--- src/rtl/hazard_ctrl.sv ---
// hazard_ctrl: decode-stage interlock -- RAW bubbles, taken-branch IF/ID flush and halt drain.
// Keeps saturating counters of bubbles inserted and flush cycles issued.
module hazard_ctrl #(
  parameter int FLUSH_CYC = 1,
  parameter int DRAIN_CYC = 3,
  parameter int CNT_W     = 16
) (
  input  logic             clk,
  input  logic             rst,
  input  logic [2:0]       id_rs,
  input  logic [2:0]       id_rt,
  input  logic             id_rs_used,
  input  logic             id_rt_used,
  input  logic             id_valid,
  input  logic [2:0]       ex_rd,
  input  logic             ex_regwrt,
  input  logic [2:0]       mem_rd,
  input  logic             mem_regwrt,
  input  logic             branch_taken,
  input  logic             halt_dec,
  output logic             NOP_mech,
  output logic             pc_stall,
  output logic             ifid_hold,
  output logic             ifid_flush,
  output logic             halted,
  output logic [CNT_W-1:0] stall_count,
  output logic [CNT_W-1:0] flush_count
);

  typedef enum logic [2:0] {
    ST_RUN    = 3'd0,
    ST_STALL  = 3'd1,
    ST_FLUSH  = 3'd2,
    ST_DRAIN  = 3'd3,
    ST_HALTED = 3'd4
  } state_t;

  state_t           state_r, state_nxt_s;
  logic [2:0]       cnt_r, cnt_nxt_s;
  logic             halted_r;
  logic [CNT_W-1:0] stall_cnt_r, flush_cnt_r;
  logic             ex_hit_s, mem_hit_s, hazard_s;
  logic             nop_s, pc_stall_s, ifid_hold_s, ifid_flush_s, stall_inc_s;

  function automatic logic src_hit(input logic used, input logic [2:0] src,
                                   input logic wr, input logic [2:0] dst);
    return used & wr & (src == dst);
  endfunction

  function automatic logic [CNT_W-1:0] sat_inc(input logic [CNT_W-1:0] v, input logic en);
    if (en && (v != {CNT_W{1'b1}})) begin
      return v + CNT_W'(1);
    end else begin
      return v;
    end
  endfunction

  // RAW detection against the EX and MEM writers; R0 is an ordinary register here.
  always_comb begin
    ex_hit_s  = id_valid & (src_hit(id_rs_used, id_rs, ex_regwrt, ex_rd) |
                            src_hit(id_rt_used, id_rt, ex_regwrt, ex_rd));
    mem_hit_s = id_valid & (src_hit(id_rs_used, id_rs, mem_regwrt, mem_rd) |
                            src_hit(id_rt_used, id_rt, mem_regwrt, mem_rd));
    hazard_s  = ex_hit_s | mem_hit_s;
  end

  // Next-state and countdown selection; cnt holds the cycles left in the current mode.
  always_comb begin
    state_nxt_s = state_r;
    cnt_nxt_s   = cnt_r;
    case (state_r)
      ST_RUN: begin
        if (hazard_s) begin
          if (ex_hit_s) begin
            state_nxt_s = ST_STALL;
            cnt_nxt_s   = 3'd1;
          end else begin
            state_nxt_s = ST_RUN;
            cnt_nxt_s   = 3'd0;
          end
        end else if (halt_dec) begin
          if (DRAIN_CYC == 1) begin
            state_nxt_s = ST_HALTED;
            cnt_nxt_s   = 3'd0;
          end else begin
            state_nxt_s = ST_DRAIN;
            cnt_nxt_s   = 3'(DRAIN_CYC - 1);
          end
        end else if (branch_taken && (FLUSH_CYC > 1)) begin
          state_nxt_s = ST_FLUSH;
          cnt_nxt_s   = 3'(FLUSH_CYC - 1);
        end else begin
          state_nxt_s = ST_RUN;
          cnt_nxt_s   = 3'd0;
        end
      end
      ST_STALL, ST_FLUSH: begin
        if (cnt_r <= 3'd1) begin
          state_nxt_s = ST_RUN;
          cnt_nxt_s   = 3'd0;
        end else begin
          state_nxt_s = state_r;
          cnt_nxt_s   = cnt_r - 3'd1;
        end
      end
      ST_DRAIN: begin
        if (cnt_r <= 3'd1) begin
          state_nxt_s = ST_HALTED;
          cnt_nxt_s   = 3'd0;
        end else begin
          state_nxt_s = ST_DRAIN;
          cnt_nxt_s   = cnt_r - 3'd1;
        end
      end
      ST_HALTED: begin
        state_nxt_s = ST_HALTED;
        cnt_nxt_s   = 3'd0;
      end
      default: begin
        state_nxt_s = ST_RUN;
        cnt_nxt_s   = 3'd0;
      end
    endcase
  end

  // Pipeline controls; held low while reset is asserted so reset reads as a clean RUN.
  always_comb begin
    nop_s        = 1'b0;
    pc_stall_s   = 1'b0;
    ifid_hold_s  = 1'b0;
    ifid_flush_s = 1'b0;
    if (rst) begin
      nop_s = 1'b0;
    end else begin
      case (state_r)
        ST_RUN: begin
          if (hazard_s) begin
            nop_s       = 1'b1;
            pc_stall_s  = 1'b1;
            ifid_hold_s = 1'b1;
          end else if (halt_dec) begin
            nop_s = 1'b0;
          end else begin
            ifid_flush_s = branch_taken;
          end
        end
        ST_STALL: begin
          nop_s       = 1'b1;
          pc_stall_s  = 1'b1;
          ifid_hold_s = 1'b1;
        end
        ST_FLUSH:  ifid_flush_s = 1'b1;
        ST_DRAIN: begin
          nop_s      = 1'b1;
          pc_stall_s = 1'b1;
        end
        ST_HALTED: begin
          nop_s       = 1'b1;
          pc_stall_s  = 1'b1;
          ifid_hold_s = 1'b1;
        end
        default: nop_s = 1'b0;
      endcase
    end
    stall_inc_s = nop_s & ((state_r == ST_RUN) | (state_r == ST_STALL));
  end

  // State, countdown, sticky halt flag and saturating performance counters.
  always_ff @(posedge clk) begin
    if (rst) begin
      state_r     <= ST_RUN;
      cnt_r       <= 3'd0;
      halted_r    <= 1'b0;
      stall_cnt_r <= '0;
      flush_cnt_r <= '0;
    end else begin
      state_r     <= state_nxt_s;
      cnt_r       <= cnt_nxt_s;
      halted_r    <= (state_nxt_s == ST_HALTED);
      stall_cnt_r <= sat_inc(stall_cnt_r, stall_inc_s);
      flush_cnt_r <= sat_inc(flush_cnt_r, ifid_flush_s);
    end
  end

  assign NOP_mech    = nop_s;
  assign pc_stall    = pc_stall_s;
  assign ifid_hold   = ifid_hold_s;
  assign ifid_flush  = ifid_flush_s;
  assign halted      = halted_r;
  assign stall_count = stall_cnt_r;
  assign flush_count = flush_cnt_r;

endmodule
--- config.mk ---
export PLATFORM = sky130hd
export DESIGN_NAME = hazard_ctrl
export DESIGN_NICKNAME = d
export VERILOG_FILES = /design/src/rtl/hazard_ctrl.sv
export SDC_FILE = /design/constraint.sdc
export NUM_CORES = 1
export LEC_CHECK = 0
export BUFFER_PORTS_ARGS = -buffer_cell sky130_fd_sc_hd__buf_2
export CAP_MARGIN = 10
export CORE_MARGIN = 4
export CORE_UTILIZATION = 44
export CTS_BUF_LIST = sky130_fd_sc_hd__clkbuf_8
export CTS_CLUSTER_DIAMETER = 80
export DETAILED_ROUTE_END_ITERATION = 6
export PLACE_DENSITY = 0.78
export SYNTH_ARGS = -nofsm -noshare
export SYNTH_HDL_FRONTEND = slang
export SYNTH_SLANG_ARGS = --single-unit
--- constraint.sdc ---
create_clock -name clk -period 2.3 [get_ports clk]
set_input_delay 0.23 -clock clk [delete_from_list [all_inputs] [get_ports clk]]
set_output_delay 0.23 -clock clk [all_outputs]
set_load 0.005 [all_outputs]
==> summary.md <==
| Metric | Value |
|---|---|
| Status | `completed` |
| Postcts setup bufs | `0` |
| WL per Instance | `12.5 um` |
| P&R area growth vs syn | `20.6%` |
| Post-Synthesis Cells | `265` |
| Library cells used by synthesis | `39` |
| Fillers | `449` |
| Post-cts hold buffer count | `0` |
| Critical path class | `reg2reg` |
| Pwr Total | `1370 uW` |
| Hold WS | `0.257 ns` |
| Multi-input logic area | `1250 um2` |
| TritonCTS clock tree | `yes` |
| Worst EP required | `2.48 ns` |
| Die height | `77.6 um` |
| Initial core utilization | `0.454` |
| Num CTS Buffers | `5` |
| Final Cycle Share | `0.908` |
| Setup Skew | `0.00679 ns` |
| Max-cap violations | `0` |
| Largest net degree at the start of global routing | `39` |
| Clock Path Buffers | `2` |
| First-pass GRT wire length | `8270 um` |
| Min Tclk post-route | `2.09 ns` |
| Cell row count | `25` |
| Worst slew pin tran | `0.378 ns` |
| Latest clock arrival within the worst-skew pair | `0.30 ns` |
| Fin Setup TNS | `0 ns` |
| Post-place setup slack | `0.113 ns` |
| DIE AREA | `6020 um2` |
| Post-DR vias/cell | `5.21` |
| Final number of hold-violating endpoints | `0` |
| Die width | `77.6 um` |
| Endpoints failing setup | `0` |
| Clk sinks | `39` |
| GPL Wtd Cong | `0.827` |
| Clk pin slew, worst setup/hold paths | `0.07 ns` |
| Antenna Cells | `0` |
| Hpwl dp | `3580 um` |
| Total gr overflow | `0` |
| Slew HR | `0.744` |
| Slack of the worst reg-to-reg path | `0.21 ns` |
| # IOs | `58` |
| Power per cell area | `532 nW/um2` |
| Arrival @ worst endpoint | `2.27 ns` |
| Register area share after synthesis | `0.367` |
| Layout cells sized above 1 | `0.255` |
| GR Util All Layers | `0.168` |
| Max-slew violations | `0` |
| Final Util | `0.547` |
| Post-route setup slack | `0.211 ns` |
| H-tree Lvls | `2` |
| Clock root buffer | `clkbuf_8` |
| LEAKAGE | `0.00105 uW` |
| Max VDD drop | `0.366 mV` |
| Fmax | `479 MHz` |
| Final #Nets | `350` |
| # port buffers | `57` |
| Synthesis-stage register bit count | `39` |
| Cell Area, Synth | `2130 um2` |
| DRC Markers | `0` |
| CTS resizes | `0` |
| Initial DRT Pass Iterations | `4` |
| Synth warn | `0` |
| CP max FO | `17` |
| Core Area | `4690 um2` |
| Register area | `781 um2` |
| RSZ-0062 raised after global routing | `no` |
| Hold Crit Class | `in2reg` |
| Initial DRC count | `55` |
| Final wirelength | `4740 um` |
| Critical Path End Type | `register` |
| Routed via count | `1,975` |
| Vias in the first global route | `1,922` |
| Crit start category | `register` |
| Syn avg cell area | `8.04 um2` |
| Initial antenna violation count | `0` |
| Antenna-violating nets left | `0` |
| Syn_nets | `290` |
[cells by family (layout without fill, tap and decap cells)]
family	count (synthesis)	count (layout)	share of synthesized area
DFF	39	39	0.367
AOI/OAI and AO/OA	30	30	0.0834
muxes	3	3	0.0147
buffers and inverters	22	82	0.0482
xor gates and xnor gates	36	36	0.148
adders and majority gates	4	4	0.0235
and+or+nand+nor	131	131	0.316
[where the power goes]
part / switching, uW / total [uW] / internal, uW / leakage [uW]
combinational: 114 / 196 / 82.8 / 0.000684
sequential: 14.4 / 704 / 690 / 0.000315
clock: 231 / 466 / 235 / 0.0000470
[registers in the layout, indices dropped and copies added (netlist names)]
signal	cells
cnt_r	3
flush_count	16
halted	1
stall_count	16
state_r	3
[final timing paths]
| check | depth (start not counted) | to | from |
|---|---|---|---|
| max | 6 | stall_count[15]$_SDFFE_PP0P_ | state_r[2]$_SDFF_PP0_ |
| min | 3 | cnt_r[1]$_SDFF_PP0_ | halt_dec |
| max reg2reg | 6 | stall_count[15]$_SDFFE_PP0P_ | state_r[2]$_SDFF_PP0_ |
| min reg2reg | 2 | flush_count[15]$_SDFFE_PP0P_ | flush_count[15]$_SDFFE_PP0P_ |
[critical path, cell delays in order (launching register included)]
cell     delay [ns]
dfxtp_1        0.31
or2_1          0.27
or3_1          0.32
a311o_2        0.56
nor4_2         0.32
xnor2_1        0.15
nor2_1         0.05
[routing by layer]
| metal | vias up | wire length (um) | GRT usage |
|---|---|---|---|
| met5 | - | 0 | 0 |
| met3 | 7 | 217 | 0.0522 |
| li1 | 1022 | - | - |
| met4 | 0 | 70 | 0.0641 |
| met1 | 907 | 2120 | 0.192 |
| met2 | 39 | 2340 | 0.293 |
[synthesized netlist by cell type, drive strengths merged]
cell / number / area share
a41oi: 2 / 0.0082
a31oi: 2 / 0.0059
or3: 9 / 0.026
ha: 4 / 0.024
nand4: 8 / 0.024
mux2i: 2 / 0.0094
nor2: 47 / 0.083
nor3: 16 / 0.050
a21o: 1 / 0.0035
buf: 4 / 0.016
nor4: 10 / 0.035
nor2b: 1 / 0.0029
nand3: 10 / 0.024
nand2: 18 / 0.032
clkbuf: 9 / 0.016
and4: 1 / 0.0041
xor2: 11 / 0.045
inv: 9 / 0.016
a21oi: 15 / 0.035
and2: 1 / 0.0029
mux2: 1 / 0.0053
nor4b: 2 / 0.0082
xnor2: 25 / 0.10
dfxtp: 39 / 0.37
o21ai: 6 / 0.014
a311o: 1 / 0.0053
nor3b: 1 / 0.0035
nand2b: 3 / 0.0088
or2: 4 / 0.012
o21a: 1 / 0.0035
o31ai: 1 / 0.0035
a311oi: 1 / 0.0041
[per-stage QoR]
stage / cells / cell area [um2]
after floorplan: 265 / 2130
after global placement: 372 / 2480
after detailed placement: 372 / 2480
after CTS: 379 / 2570
after global routing: 379 / 2570
final: 379 / 2570
[cell type report]
cell class                      instances  area share
Multi-Input combinational cell        204       0.485
Sequential cell                        39       0.304
Timing Repair Buffer                   66       0.137
Clock buffer                            6      0.0321
Tap cell                               54      0.0263
Inverter                                9      0.0132
Clock inverter                          1     0.00195
[cells in the final DEF (no fill, tap or decap), types with 3 or more instances in the layout]
master,count
inv_1,9
nand2_1,18
xor2_1,11
buf_2,57
buf_4,9
nor4_1,8
nand3_1,10
nor3_1,12
xnor2_1,25
nand4_1,8
nor3_2,3
nand2b_1,3
ha_1,4
a21oi_1,15
dfxtp_1,39
nor2_1,47
o21ai_0,6
clkbuf_8,6
or3_1,9
Power figures use the tool's default switching activity.
